`src/rtl/common_types_pkg.sv`:
```
// rtl/common_types_pkg.sv - shared cause codes, mtvec modes, trap FSM state and cause lookup
package common_types_pkg;

    localparam logic [31:0] EXC_BREAKPOINT     = 32'd3;
    localparam logic [31:0] EXC_INST_MISALIGN  = 32'd0;
    localparam logic [31:0] EXC_ILLEGAL        = 32'd2;
    localparam logic [31:0] EXC_ECALL_M        = 32'd11;
    localparam logic [31:0] EXC_LOAD_MISALIGN  = 32'd4;
    localparam logic [31:0] EXC_STORE_MISALIGN = 32'd6;

    localparam logic [1:0] MTVEC_DIRECT   = 2'b00;
    localparam logic [1:0] MTVEC_VECTORED = 2'b01;

    typedef enum logic [1:0] {
        IDLE,
        TRAP,
        HOLD
    } trap_state_t;

    // Maps an exc_req bit index to its mcause code.
    function automatic logic [31:0] exc_cause(input logic [2:0] idx);
        case (idx)
            3'd0:    exc_cause = EXC_BREAKPOINT;
            3'd1:    exc_cause = EXC_INST_MISALIGN;
            3'd2:    exc_cause = EXC_ILLEGAL;
            3'd3:    exc_cause = EXC_ECALL_M;
            3'd4:    exc_cause = EXC_LOAD_MISALIGN;
            3'd5:    exc_cause = EXC_STORE_MISALIGN;
            default: exc_cause = EXC_BREAKPOINT;
        endcase
    endfunction

endpackage

```
`src/rtl/irq_sync.sv`:
```
// rtl/irq_sync.sv - per-line irq synchroniser with optional sticky edge latch (TRAP_CONTROLLER_IRQ_EDGE_EN)
module irq_sync #(
    parameter int NUM_IRQ     = 4,
    parameter int SYNC_STAGES = 2
) (
    input  logic               clk,
    input  logic               rst,
    input  logic [NUM_IRQ-1:0] irq_in,
    input  logic [NUM_IRQ-1:0] clr,
    output logic [NUM_IRQ-1:0] pending
);

    logic [NUM_IRQ-1:0] synced;

    generate
        if (SYNC_STAGES == 0) begin : g_bypass
            assign synced = irq_in;
        end else begin : g_sync
            logic [SYNC_STAGES-1:0][NUM_IRQ-1:0] stage;

            // Shift the raw lines through SYNC_STAGES flops to settle metastability.
            always_ff @(posedge clk or posedge rst) begin
                if (rst) begin
                    stage <= '0;
                end else begin
                    stage[0] <= irq_in;
                    for (int s = 1; s < SYNC_STAGES; s++) begin
                        stage[s] <= stage[s-1];
                    end
                end
            end

            assign synced = stage[SYNC_STAGES-1];
        end
    endgenerate

`ifdef TRAP_CONTROLLER_IRQ_EDGE_EN
    logic [NUM_IRQ-1:0] prev;
    logic [NUM_IRQ-1:0] sticky;

    // Latch rising edges; a new edge outranks a clear landing in the same cycle.
    always_ff @(posedge clk or posedge rst) begin
        if (rst) begin
            prev   <= '0;
            sticky <= '0;
        end else begin
            prev   <= synced;
            sticky <= (sticky & ~clr) | (synced & ~prev);
        end
    end

    assign pending = sticky;
`else
    logic unused_clr;
    assign unused_clr = ^clr;
    assign pending    = synced;
`endif

endmodule

```
`src/rtl/trap_controller.sv`:
```
// rtl/trap_controller.sv - fixed-priority exception/interrupt arbiter, mtvec target and flush sequencer (edge irq option: TRAP_CONTROLLER_IRQ_EDGE_EN)
module trap_controller
    import common_types_pkg::*;
#(
    parameter int NUM_IRQ        = 4,
    parameter int SYNC_STAGES    = 2,
    parameter int FLUSH_CYCLES   = 2,
    parameter int IRQ_CAUSE_BASE = 16
) (
    input  logic               CLK,
    input  logic               RST,
    input  logic               e2m_valid,
    input  logic [31:0]        e2m_pc,
    input  logic [5:0]         exc_req,
    input  logic [NUM_IRQ-1:0] irq_in,
    input  logic [NUM_IRQ-1:0] irq_en,
    input  logic               interrupt_en,
    input  logic [1:0]         mtvec_mode,
    input  logic [31:0]        mtvec_base,
    output logic               trap,
    output logic               is_interrupt,
    output logic [31:0]        trap_pc,
    output logic [31:0]        trap_cause,
    output logic [31:0]        trap_target,
    output logic               f2d_flush,
    output logic               d2e_flush,
    output logic               e2m_flush,
    output logic               m2w_flush,
    output logic               busy,
    output logic [NUM_IRQ-1:0] irq_pending
);

    localparam int CW = $clog2(FLUSH_CYCLES + 1);

    trap_state_t        state;
    logic [CW-1:0]      cnt;
    logic               flush;
    logic [NUM_IRQ-1:0] taken_line;
    logic [NUM_IRQ-1:0] irq_clr;

    logic               exc_hit;
    logic [2:0]         exc_idx;
    logic [NUM_IRQ-1:0] irq_masked;
    logic               irq_hit;
    logic [3:0]         irq_idx;
    logic [NUM_IRQ-1:0] irq_onehot;
    logic [31:0]        irq_cause;
    logic               take_exc;
    logic               take_irq;
    logic [31:0]        next_cause;
    logic [31:0]        next_target;

    irq_sync #(
        .NUM_IRQ     (NUM_IRQ),
        .SYNC_STAGES (SYNC_STAGES)
    ) u_irq_sync (
        .clk     (CLK),
        .rst     (RST),
        .irq_in  (irq_in),
        .clr     (irq_clr),
        .pending (irq_pending)
    );

    // The interrupt just taken drops its sticky pending bit during the TRAP cycle.
    assign irq_clr = (state == TRAP && is_interrupt) ? taken_line : '0;

    // Priority pick (lowest index wins), cause and redirect target for a potential take.
    always_comb begin
        exc_hit = |exc_req;
        exc_idx = 3'd0;
        for (int i = 5; i >= 0; i--) begin
            if (exc_req[i]) exc_idx = 3'(i);
        end

        irq_masked = irq_pending & irq_en;
        irq_hit    = interrupt_en && (|irq_masked);
        irq_idx    = 4'd0;
        for (int i = NUM_IRQ - 1; i >= 0; i--) begin
            if (irq_masked[i]) irq_idx = 4'(i);
        end
        irq_onehot = NUM_IRQ'(1) << irq_idx;
        irq_cause  = {1'b1, 31'(IRQ_CAUSE_BASE) + 31'(irq_idx)};

        take_exc = (state == IDLE) && e2m_valid && exc_hit;
        take_irq = (state == IDLE) && e2m_valid && !exc_hit && irq_hit;

        next_cause  = take_exc ? exc_cause(exc_idx) : irq_cause;
        next_target = mtvec_base;
        if (!take_exc && mtvec_mode == MTVEC_VECTORED) begin
            next_target = mtvec_base + {next_cause[29:0], 2'b00};
        end
    end

    // Trap FSM: IDLE takes a request, TRAP pulses trap, HOLD stretches the flush.
    always_ff @(posedge CLK or posedge RST) begin
        if (RST) begin
            state        <= IDLE;
            cnt          <= '0;
            trap         <= 1'b0;
            flush        <= 1'b0;
            busy         <= 1'b0;
            is_interrupt <= 1'b0;
            trap_pc      <= '0;
            trap_cause   <= '0;
            trap_target  <= '0;
            taken_line   <= '0;
        end else begin
            case (state)
                IDLE: begin
                    if (take_exc || take_irq) begin
                        state        <= TRAP;
                        trap         <= 1'b1;
                        flush        <= 1'b1;
                        busy         <= 1'b1;
                        is_interrupt <= take_irq;
                        trap_pc      <= e2m_pc;
                        trap_cause   <= next_cause;
                        trap_target  <= next_target;
                        taken_line   <= take_irq ? irq_onehot : '0;
                    end
                end
                TRAP: begin
                    trap <= 1'b0;
                    if (FLUSH_CYCLES > 1) begin
                        state <= HOLD;
                        cnt   <= CW'(1);
                    end else begin
                        state <= IDLE;
                        flush <= 1'b0;
                        busy  <= 1'b0;
                    end
                end
                HOLD: begin
                    if (cnt == CW'(FLUSH_CYCLES - 1)) begin
                        state <= IDLE;
                        flush <= 1'b0;
                        busy  <= 1'b0;
                    end else begin
                        cnt <= cnt + CW'(1);
                    end
                end
                default: begin
                    state <= IDLE;
                    flush <= 1'b0;
                    busy  <= 1'b0;
                    trap  <= 1'b0;
                end
            endcase
        end
    end

    assign f2d_flush = flush;
    assign d2e_flush = flush;
    assign e2m_flush = flush;
    assign m2w_flush = flush;

endmodule

```
`config.mk`:
```
export PLATFORM = sky130hd
export DESIGN_NAME = trap_controller
export DESIGN_NICKNAME = d
export VERILOG_FILES = /design/src/rtl/common_types_pkg.sv /design/src/rtl/irq_sync.sv /design/src/rtl/trap_controller.sv
export SDC_FILE = /design/constraint.sdc
export NUM_CORES = 1
export LEC_CHECK = 0
export CORE_MARGIN = 5
export CORE_UTILIZATION = 42
export DETAILED_ROUTE_END_ITERATION = 8
export PLACE_DENSITY = 0.81
export SLEW_MARGIN = 20
export SYNTH_ARGS = -nofsm -noshare
export SYNTH_HDL_FRONTEND = slang
export SYNTH_SLANG_ARGS = --single-unit
```
`constraint.sdc`:
```
create_clock -name CLK -period 4.4 [get_ports CLK]
set_input_delay 0.44 -clock CLK [delete_from_list [all_inputs] [get_ports CLK]]
set_output_delay 0.44 -clock CLK [all_outputs]
set_load 0.05 [all_outputs]
```
Yosys cells after proc, flatten, opt, wreduce, memory -nomap -nowiden
Cells that the tools add are included.
W data, S select, Z words.
{"block": "classes", "muxes": 22, "add_sub_neg": 3, "eq_ne": 12, "reduce_logical": 18, "n_bitwise": 3}
{"op": "$mux W32", "n": 2}
{"op": "$add A32 B32 Y32", "n": 1}
{"op": "$pmux W4 S5", "n": 1}
{"op": "$mux W3", "n": 6}
{"op": "$mux W4", "n": 3}
{"op": "$mux W2", "n": 4}
{"op": "$reduce_and A2 Y1", "n": 4}
{"op": "$add A5 B4 Y6 const A", "n": 1}
{"op": "$eq A2 B1 Y1 const B", "n": 3}
{"op": "$eq A3 B2 Y1 const B", "n": 2}
{"op": "$eq A3 B3 Y1 const B", "n": 2}
{"op": "$logic_and A1 B1 Y1", "n": 6}
{"op": "$pmux W2 S3", "n": 1}
{"op": "$reduce_or A6 Y1", "n": 1}
{"op": "$and A4 B4 Y4", "n": 1}
{"op": "$ne A2 B2 Y1 const B", "n": 2}
{"op": "$pmux W2 S2", "n": 1}
{"op": "$reduce_or A4 Y1", "n": 1}
{"op": "$eq A3 B1 Y1 const B", "n": 1}
{"op": "$pmux W1 S3", "n": 1}
{"op": "$reduce_and A3 Y1", "n": 1}
{"op": "$add A2 B1 Y2 const B", "n": 1}
{"op": "$eq A2 B2 Y1 const B", "n": 1}
{"op": "$logic_not A1 Y1", "n": 2}
{"op": "7 further kinds", "n": 9}
{"block": "totals", "inputBits": 84, "register_bits": 111, "out_inout_bits": 107}

Logic depth before layout (Yosys ltp)
Gate-level depths: netlist (run 1).
{"block": "depth", "ltp_word": 11, "depth_mapped": 14}

Cells and area by module
A second synthesis (run 1) with hierarchy kept.
{"block": "hier_totals", "cells_unflattened": 517, "area_unflattened_um2": 4543.1}
{"mod": "trap_controller", "seq_area_each_um2": 2001.9, "cells_per_inst": 504, "area_per_inst_um2": 4309.1, "n_inst": 1}
{"mod": "irq_sync", "seq_area_each_um2": 200.2, "cells_per_inst": 13, "area_per_inst_um2": 234.0, "n_inst": 1}

Worst setup path before layout (run 1)
OpenSTA, ideal clock, no wires.
{"block": "synth_timing", "path_type": "reg-to-reg", "startpoint": "register state[1]", "endpoint": "register trap_target[25]", "path_stages_with_launch": 13, "t_required_ps": 4331, "t_arrival_ps": 3285, "path_slack_ps": 1046, "path_cell_list": "dfrtp_1 or3b_1 buf_2 a21o_1 buf_6 o31ai_1 inv_1 ha_1 a21o_1 nand4_1 and2_0 or4b_2 nand3_1"}
{"block": "synth_via", "elab_chain_len": 6, "elab_cells_between_ends": 12}
{"item": "start, declared", "line": "trap_controller.sv:35", "rtl": "trap_state_t state;"}
{"item": "start signal, assigned", "line": "trap_controller.sv:97", "rtl": "state <= IDLE;"}
{"item": "start signal, assigned", "line": "trap_controller.sv:111", "rtl": "state <= TRAP;"}
{"item": "start signal, assigned", "line": "trap_controller.sv:125", "rtl": "state <= HOLD;"}
{"item": "$logic_not A2 Y1", "line": "trap_controller.sv:84", "rtl": "take_exc = (state == IDLE) && e2m_valid && exc_hit;"}
{"item": "$logic_and A1 B1 Y1 (2 in series)", "line": "trap_controller.sv:84"}
{"item": "$mux W32", "line": "trap_controller.sv:87", "rtl": "next_cause = take_exc ? exc_cause(exc_idx) : irq_cause;"}
{"item": "net next_cause[1]", "line": "trap_controller.sv:50", "rtl": "logic [31:0] next_cause;"}
{"item": "$add A32 B32 Y32", "line": "trap_controller.sv:90", "rtl": "next_target = mtvec_base + {next_cause[29:0], 2'b00};"}
{"item": "$mux W32", "line": "trap_controller.sv:89", "rtl": "if (!take_exc && mtvec_mode == MTVEC_VECTORED) begin"}
{"item": "end signal, assigned", "line": "trap_controller.sv:118", "rtl": "trap_target <= next_target;"}
{"item": "end, declared", "line": "trap_controller.sv:24", "rtl": "output logic [31:0] trap_target,"}
The timed path passes the listed nets, and every way through them passes these cells.
A chain may end at the register's enable or synchronous reset.

Final worst setup path (run 1)
{"block": "layout_timing", "startpoint": "input exc_req[0]", "endpoint": "register trap_target[28]"}
{"block": "layout_via", "elab_chain_len": 6, "elab_cells_between_ends": 19}
{"item": "start, declared", "line": "trap_controller.sv:14", "rtl": "input logic [5:0] exc_req,"}
{"item": "$mux W3", "line": "trap_controller.sv:72", "rtl": "if (exc_req[i]) exc_idx = 3'(i);"}
{"item": "$eq A3 B3 Y1 (tied with other cells)", "line": "common_types_pkg.sv:22", "rtl": "case (idx)"}
{"item": "$pmux W4 S5", "line": "common_types_pkg.sv:22"}
{"item": "$mux W32 (*)", "line": "trap_controller.sv:87"}
{"item": "net next_cause[0]", "line": "trap_controller.sv:50"}
{"item": "$add A32 B32 Y32 (*)", "line": "trap_controller.sv:90"}
{"item": "$mux W32 (*)", "line": "trap_controller.sv:89"}
Mark *: on every way through the listed nets, which the timed path passes. The rest lies on a longest branch.

==> impl_metrics.ini, run 1 <==
[run_status]
status = finished clean

[logic_synthesis]
ys_ff_latch = 84
synthArstFlopShare_pct = 100.0
synth_cells = 482
ys_types = 53
synthSimpleGateAreaFrac_pct = 22.76
synth.yosys.warnings = 0
ys.flop_type = dfrtp_1
synth_xor_area_share_pct = 2.238
synth_compound_gate_area_share_pct = 13.46
syn-cell-area_um2 = 4305
synth_top_family_by_area = simple AND/OR/NAND/NOR gates
synth-edff-count = 0
synthAdderAreaFrac_pct = 2.209
seq_area_frac_synth_pct = 48.82
syn_area_per_cell_um2 = 8.932
synthMuxAreaShare_pct = 0.7556

[clock_tree]
cts_resized = 0
post_cts_buffers = 0
ctsHoldBuffers = 0
clk_pin_slew_ns = 0.09
clock-root-buffer = clkbuf_8
clock_latency_ns = 0.35
clockBufferDepth = 2
cts_sinks = 84
cts_tree = done
htree_num_levels = 3
cts_buffers = 9

[die]
dieHeight_um = 111.2
initial_core_util_pct = 42.47
die_area_um2 = 12380
row_count = 37
ioPinCount = 191
chipWidth_um = 111.2
core_area_um2 = 10140

[critical_path]
crit_path_max_incr_delay_ns = 0.60
reg2regPathDepth = 10
cp.required_ns = 4.67
cp.buffers_inverters = 2
startpoint_type = input pin
crit_arrival_ns = 4.12
cp.depth = 12
cpMaxStageDelayCell = or4_1
path_class = in -> reg
end_kind = flop
rrSetupSlack_ns = 0.71
timing.rr.end = trap_target[31]
cp_cell_sequence = clkdlybuf4s50_1 -> nor4_1 -> a21o_1 -> o2bb2ai_1 -> ha_1 -> inv_1 -> fa_1 -> nor2b_1 -> o31a_1 -> o211ai_1 -> or4_1 -> a31oi_1
path_delay_family = simple AND/OR/NAND/NOR gates
reg2reg_from = state[1]
cp-startpoint = exc_req[0]
critPathCapture = trap_target[28]
critPathMaxFanout = 16

[pwr]
vdd_ir_drop_max_uv = 375.9
leakage_uw = 0.002696
p_per_area_nw_per_um2 = 760.9

[global_route]
grt_pass1_vias = 4064
grt_pass1_wl_um = 19710
grt_max_degree = 65
grt_overflow = 0
met1_usage_pct = 24.14
use_met3_pct = 4.585
grt_antenna_before_repair = 0
grt_usage_pct = 18.95
use_met2_pct = 31.28
top_usage_layer = met2

[place]
port_buffers = 164
place_congestion = 0.8472
dp_hpwl_um = 8790
place_area_um2 = 5889

[worst_hold_path]
min_path_type = reg -> reg

[sta]
tightestPinTransition_ns = 0.8754
hold_viol = 0
setup_viol = 0
final.period_utilization_pct = 87.36
fmax_ghz = 0.2602
fin_skew_ns = 0.01116
finalMaxSlewViolations = 0
rsz0062_at_grt = no
fin_crit_ns = 3.844
relSlewSlack_pct = 41.39
tns_ns = 0

[detailed_routing]
wl_um = 11570
drtIter0Drc = 256
routed-via-count = 3874
ant_nets = 0
drtPass1Iterations = 5
post_drt_wl_per_cell_um = 14.97
viasPerCell = 5.012
drc = 0

[final_layout]
area_delta_synth_final_pct = 42.08
fin_area_um2 = 6117
mostFrequentLayoutCell = clkdlybuf4s50_1
final_cell_mix = 164 x clkdlybuf4s50_1, 141 x nand2_1, 84 x dfrtp_1, 26 x conb_1, 24 x o21ai_0
n_antenna_cell = 0
fin_nets = 723
fill_cells = 840
drive_gt1_share_pct = 4.553
utilization_pct = 60.34

[job]
cap_viol_max_count = 0
==> worst min-delay path by stage <==
stage / cells past startpoint / from / to / slack, ns
5_1_grt: 0 / u_irq_sync.g_sync.stage[1] / u_irq_sync.pending[1] / 0.36
4_1_cts: 0 / u_irq_sync.g_sync.stage[0] / u_irq_sync.pending[0] / 0.36
2_1_floorplan: 0 / u_irq_sync.g_sync.stage[0] / u_irq_sync.pending[0] / 0.33
6_report: 0 / u_irq_sync.g_sync.stage[0] / u_irq_sync.pending[0] / 0.36
3_3_place_gp: 0 / u_irq_sync.g_sync.stage[2] / u_irq_sync.pending[2] / 0.33
3_5_place_dp: 0 / u_irq_sync.g_sync.stage[0] / u_irq_sync.pending[0] / 0.34
==> flip-flops by register name (all words and copies together), names as in the netlist, 2 cells and up <==
signal                   cells
state                        2
trap_target                 32
u_irq_sync.pending           4
u_irq_sync.g_sync.stage      4
trap_pc                     32
trap_cause                   5
cnt                          2
==> logic make-up (layout without fill, tap and decap cells) <==
group / count (synthesis) / count (layout)
adders and majority gates: 7 / 7
and+or+nand+nor: 219 / 219
muxes: 3 / 3
AOI/OAI and AO/OA: 88 / 88
xor gates and xnor gates: 11 / 11
other: 1 / 26
DFF: 84 / 84
buffers and inverters: 69 / 199
==> metal layers <==
metal,up-vias,share of wire [%]
met5,-,0
met4,0,1.4
met3,15,6.5
met2,155,49
met1,1817,43
li1,1887,-
==> cell usage after synthesis, drive strengths merged (2+ instances only) <==
cell,instances,area [µm²]
a21o,5,37.54
and4,5,43.79
inv,13,48.80
nor2,23,86.33
a31oi,12,75.07
or3,6,37.54
a211o,2,17.52
mux2,2,22.52
ha,6,75.07
o21ai,24,120.1
xor2,3,26.28
and3,5,31.28
or4b,2,20.02
dfrtp,84,2102
clkbuf,10,37.54
a22o,2,17.52
nand2,141,529.3
a22oi,3,22.52
nand3,12,60.06
a21boi,2,15.01
o211ai,5,37.54
nand4,5,31.28
nor2b,3,18.77
a21oi,10,50.05
o311ai,3,26.28
o31ai,5,37.54
xnor2,8,70.07
buf,46,330.3
a211oi,4,30.03
and2,6,40.04
a2111oi,3,26.28
or4,5,37.54
==> through the flow <==
stage | power, µW | hold slack (ns) | instances | setup slack [ns]
floorplan | 3174 | 0.3312 | 507 | 1.046
global placement | 4011 | 0.3331 | 757 | 0.4537
detailed placement | 4072 | 0.3373 | 757 | 0.2970
CTS | 4698 | 0.3575 | 773 | 0.6299
global route | 4911 | 0.3634 | 773 | 0.3410
finish | 4654 | 0.3556 | 773 | 0.5563
==> report_power, final <==
part	internal, µW	total (µW)	switching (µW)
Sequential	1110	1300	199
Combinational	863	2730	1870
Clock	338	616	278
==> cell type report <==
| cell class | count | area (µm²) | share of cell area (%) |
|---|---|---|---|
| sequential | 84 | 2102 | 34.36 |
| clock buffer | 11 | 141.4 | 2.311 |
| inverter | 13 | 51.30 | 0.8386 |
| clock inverter | 5 | 85.08 | 1.391 |
| tap | 136 | 170.2 | 2.782 |
| multi-input combinational | 354 | 1881 | 30.74 |
| timing repair buffer | 170 | 1687 | 27.57 |
Note: power is estimated with default switching activity, not from simulation.
==> inputs of run 2 (changes only) <==
--- a/config.mk
+++ b/config.mk
@@ -6,9 +6,9 @@
 export NUM_CORES = 1
 export LEC_CHECK = 0
 export CORE_MARGIN = 5
-export CORE_UTILIZATION = 42
+export CORE_UTILIZATION = 25
 export DETAILED_ROUTE_END_ITERATION = 8
-export PLACE_DENSITY = 0.81
+export PLACE_DENSITY = 0.53
 export SLEW_MARGIN = 20
 export SYNTH_ARGS = -nofsm -noshare
 export SYNTH_HDL_FRONTEND = slang
==> impl_metrics.ini, run 2 (same netlist as run 1, synthesis figures left out) <==
[run_status]
status = finished clean

[clock_tree]
ctsHoldBuffers = 0
cts_buffers = 9
post_cts_buffers = 0
htree_num_levels = 3
clk_pin_slew_ns = 0.06
clock_latency_ns = 0.34
clockBufferDepth = 2
clock-root-buffer = clkbuf_16
cts_tree = done
cts_resized = 0
cts_sinks = 84

[final_layout]
seq_area_um2 = 2102
drive_gt1_share_pct = 4.403
n_antenna_cell = 0
fin_nets = 723
top_regs = trap_pc (32), trap_target (32), trap_cause (5)
fill_cells = 1759
mostFrequentLayoutCell = clkdlybuf4s50_1
final_cell_mix = 164 x clkdlybuf4s50_1, 141 x nand2_1, 84 x dfrtp_1, 26 x conb_1, 24 x o21ai_0
multi_input_area_um2 = 1881
area_delta_synth_final_pct = 46.12
instances_no_fill = 861

[sta]
fin_skew_ns = 0.006973
tns_ns = 0
relSlewSlack_pct = 36.62
final.period_utilization_pct = 86.23
tightestPinTransition_ns = 0.9465
hold_viol = 0
fin_crit_ns = 3.794
finalMaxSlewViolations = 0
rsz0062_at_grt = no
setup_viol = 0
fmax_ghz = 0.2636

[global_route]
grt_max_degree = 73
grt_usage_pct = 13.09
grt_antenna_before_repair = 0
grt_pass1_vias = 3997
grt_pass1_wl_um = 20920
grt_overflow = 0

[detailed_routing]
drtIter0Drc = 175
wl_um = 12890
drc = 0
ant_nets = 0
routed-via-count = 3822
drtPass1Iterations = 4
viasPerCell = 4.439
post_drt_wl_per_cell_um = 14.98

[place]
dp_hpwl_um = 9854
port_buffers = 164
dp_cells = 846
place_congestion = 0.7622

[die]
ioPinCount = 191
chipWidth_um = 141.2
core_area_um2 = 17120
row_count = 48
initial_core_util_pct = 25.15
dieHeight_um = 141.2
die_area_um2 = 19950

[pwr]
leakage_uw = 0.002732
p_per_area_nw_per_um2 = 758.8
vdd_ir_drop_max_uv = 294.1

[critical_path]
cpMaxStageDelayCell = or4_1
crit_arrival_ns = 4.06
crit_path_max_incr_delay_ns = 0.60
critPathMaxFanout = 16
cp.required_ns = 4.66
end_kind = flop
cp_cell_sequence = clkdlybuf4s50_1 -> nor4_1 -> a21o_1 -> o2bb2ai_1 -> ha_1 -> inv_1 -> fa_1 -> nor2b_1 -> o31a_1 -> o211ai_1 -> or4_1 -> a31oi_1
startpoint_type = input pin
path_class = in -> reg

[worst_hold_path]
min_path_type = reg -> reg

[job]
cap_viol_max_count = 0
run 2: cell count changes in the layout (fill, tap and decap cells not counted):
cell / previous run / this run
bufinv_16: 2 / 0
clkinv_4: 2 / 0
clkbuf_16: 0 / 9
clkinvlp_4: 1 / 0
clkbuf_8: 10 / 4
clkinv_2: 0 / 1
run 2: layout make-up:
type,count,area share [%]
clock inverters,1,0.07955
repair buffers,170,26.81
multi-input cells,354,29.89
clock buffers,14,4.515
inverters,13,0.8154
well taps,225,4.475
flip-flops and latches,84,33.41
run 2: through the flow:
stage | total power [µW] | worst slack, ns | hold WS [ns] | instance area (µm²) | util (%)
after floorplan | 3174 | 1.046 | 0.3312 | 4399 | -
after global placement | 4061 | 0.3238 | 0.3341 | 6001 | 35.06
after detailed placement | 4102 | 0.3126 | 0.3378 | 6001 | 35.06
after CTS | 4864 | 0.6687 | 0.3549 | 6290 | 36.75
after global routing | 5069 | 0.3303 | 0.3619 | 6291 | 36.75
final | 4774 | 0.6059 | 0.3501 | 6291 | 36.75
run 2: metal layers:
metal / up-vias / GRT usage [%] / wire length, µm
met5: - / 0 / 0
met4: 0 / 4.793 / 174
met3: 13 / 3.460 / 857
met2: 119 / 21.80 / 6263
met1: 1795 / 16.32 / 5598
li1: 1895 / - / -
run 2: critical path: cells and delay by family:
family	cells	cell delay [ns]
adders and majority gates	2	0.57
AOI/OAI and AO/OA	5	1.24
and+or+nand+nor	3	1.28
buffers and inverters	2	0.52
run 2: final timing paths:
path	depth (start not counted)	slack [ns]	start	to
min	0	0.35	u_irq_sync.g_sync.stage[0]	u_irq_sync.pending[0]
max reg2reg	11	0.70	state[1]	trap_target[28]
min reg2reg	0	0.35	u_irq_sync.g_sync.stage[0]	u_irq_sync.pending[0]
min in group asynchronous	2	0.58	RST	trap_pc[10]
max in group asynchronous	3	2.97	RST	trap_pc[27]
max	12	0.61	exc_req[1]	trap_target[28]
run 2: report_power, final:
group          leakage, µW  total (µW)  switching (µW)  internal, µW
registers          0.00101        1300             196          1110
clock network     0.000145         728             288           440
logic              0.00157        2740            1880           861
total              0.00273        4770            2360          2410
==> inputs of run 3 (changes only) <==
--- a/config.mk
+++ b/config.mk
@@ -8,8 +8,9 @@
 export CORE_MARGIN = 5
 export CORE_UTILIZATION = 25
 export DETAILED_ROUTE_END_ITERATION = 8
-export PLACE_DENSITY = 0.53
+export PLACE_DENSITY = 0.6
 export SLEW_MARGIN = 20
 export SYNTH_ARGS = -nofsm -noshare
 export SYNTH_HDL_FRONTEND = slang
+export SYNTH_HIERARCHICAL = 1
 export SYNTH_SLANG_ARGS = --single-unit
==> impl_metrics.ini, run 3 <==
[detailed_routing]
post_drt_wl_per_cell_um = 15.17
wl_um = 13320
routed-via-count = 3889
drc = 0
drtIter0Drc = 217
viasPerCell = 4.429
drtPass1Iterations = 4
ant_nets = 0

[sta]
tns_ns = 0
fin_crit_ns = 3.660
fmax_ghz = 0.2733
finalMaxSlewViolations = 0
tightestPinTransition_ns = 0.8921
relSlewSlack_pct = 40.26
final.period_utilization_pct = 83.17
hold_viol = 0
fin_skew_ns = 0.006777
rsz0062_at_grt = no
setup_viol = 0
fin_hold_ws_ns = 0.3564

[die]
row_count = 48
initial_core_util_pct = 25.31
dieHeight_um = 141.9
core_area_um2 = 17180
ioPinCount = 191
die_area_um2 = 20130
chipWidth_um = 141.9

[clock_tree]
htree_num_levels = 3
clock_latency_ns = 0.34
clk_pin_slew_ns = 0.07
ctsHoldBuffers = 0
cts_buffers = 9
clock-root-buffer = clkbuf_16
cts_tree = done
clockBufferDepth = 2
post_cts_buffers = 0
cts_resized = 0
cts_sinks = 84

[place]
place_congestion = 0.8012
dp_hpwl_um = 10160
port_buffers = 164

[final_layout]
area_delta_synth_final_pct = 47.57
drive_gt1_share_pct = 4.908
top_regs = trap_pc (32), trap_target (32), trap_cause (5)
final_cell_mix = 164 x clkdlybuf4s50_1, 147 x nand2_1, 84 x dfrtp_1, 28 x nor2_1, 26 x conb_1
fin_nets = 738
mostFrequentLayoutCell = clkdlybuf4s50_1

[pwr]
p_per_area_nw_per_um2 = 765.6
p_int_uw = 2541
clkPwrFrac_pct = 18.4
swShare_pct = 48.28
pwr-share-comb_pct = 55.3
switchingPower_uw = 2372
vdd_ir_drop_max_uv = 355.9
leakage_uw = 0.002776
pwr-share-seq_pct = 26.2

[critical_path]
crit_arrival_ns = 3.92
critPathMaxFanout = 14
startpoint_type = input pin
path_class = in -> reg
end_kind = flop
cp.required_ns = 4.66

[logic_synthesis]
syn-cell-area_um2 = 4348
synth_cells = 498
synth.yosys.warnings = 6
syn_area_per_cell_um2 = 8.731

[job]
cap_viol_max_count = 0

[global_route]
grt_antenna_before_repair = 0
grt_max_degree = 49
grt_pass1_vias = 3689
grt_usage_pct = 13.24
grt_overflow = 0
grt_pass1_wl_um = 20800

[run_status]
status = finished clean

[worst_hold_path]
min_path_type = reg -> reg
[run 3: power groups by stage]
stage / combinational [µW] / clock, µW / sequential [µW]
5_1_grt: 2890 / 971 / 1340
2_1_floorplan: 777 / 0 / 2350
4_1_cts: 2760 / 938 / 1290
6_report: 2720 / 906 / 1290
3_3_place_gp: 2740 / 0 / 1300
3_5_place_dp: 2750 / 0 / 1310
[run 3: area by class of cell]
type | instances | area (µm²)
tap | 225 | 281.5
clock inverter | 5 | 107.6
inverter | 13 | 50.05
sequential | 84 | 2102
multi-input combinational | 367 | 1918
antenna | 1 | 2.502
clock buffer | 11 | 252.7
timing repair buffer | 172 | 1702
fill | 1756 | 10760
[run 3: final timing paths]
check | to | slack, ns | depth (start not counted) | start
worst max register to register | trap_target[24] | 0.80 | 12 | state[1]
worst min-delay path | u_irq_sync/pending[1] | 0.36 | 0 | u_irq_sync/g_sync.stage[1]
worst max-delay path | trap_target[24] | 0.74 | 13 | e2m_valid
max in group asynchronous | trap_target[28] | 2.85 | 3 | RST
worst min register to register | u_irq_sync/pending[1] | 0.36 | 0 | u_irq_sync/g_sync.stage[1]
min in group asynchronous | u_irq_sync/pending[2] | 0.39 | 2 | RST
[run 3: routing by layer]
metal	GRT usage (%)	wire, µm	vias up
li1	-	-	1962
met1	18.16	6118	1796
met2	20.07	6061	119
met3	4.550	1023	12
met4	3.333	116	0
met5	0	0	-
[run 3: critical path: stages]
cell and delay (ns):
clkdlybuf4s50_1 0.44, or3b_1 0.44, a21o_1 0.26, a21oi_1 0.13, a31o_2 0.13, ha_1 0.18
inv_1 0.06, fa_1 0.37, nor2b_1 0.20, o31a_1 0.23, o211ai_1 0.35, or4_1 0.52
a31oi_1 0.17
[run 3: stage by stage]
| step | setup slack, ns | instances | instance area (µm²) | power, µW | util, % |
|---|---|---|---|---|---|
| after floorplan | 1.239 | 523 | 4442 | 3128 | - |
| after global routing | 0.4093 | 877 | 6414 | 5206 | 37.34 |
| after global placement | 0.4547 | 861 | 6053 | 4038 | 35.24 |
| final | 0.7404 | 878 | 6416 | 4912 | 37.35 |
| after detailed placement | 0.3930 | 861 | 6053 | 4054 | 35.24 |
| after CTS | 0.7575 | 877 | 6414 | 4988 | 37.34 |
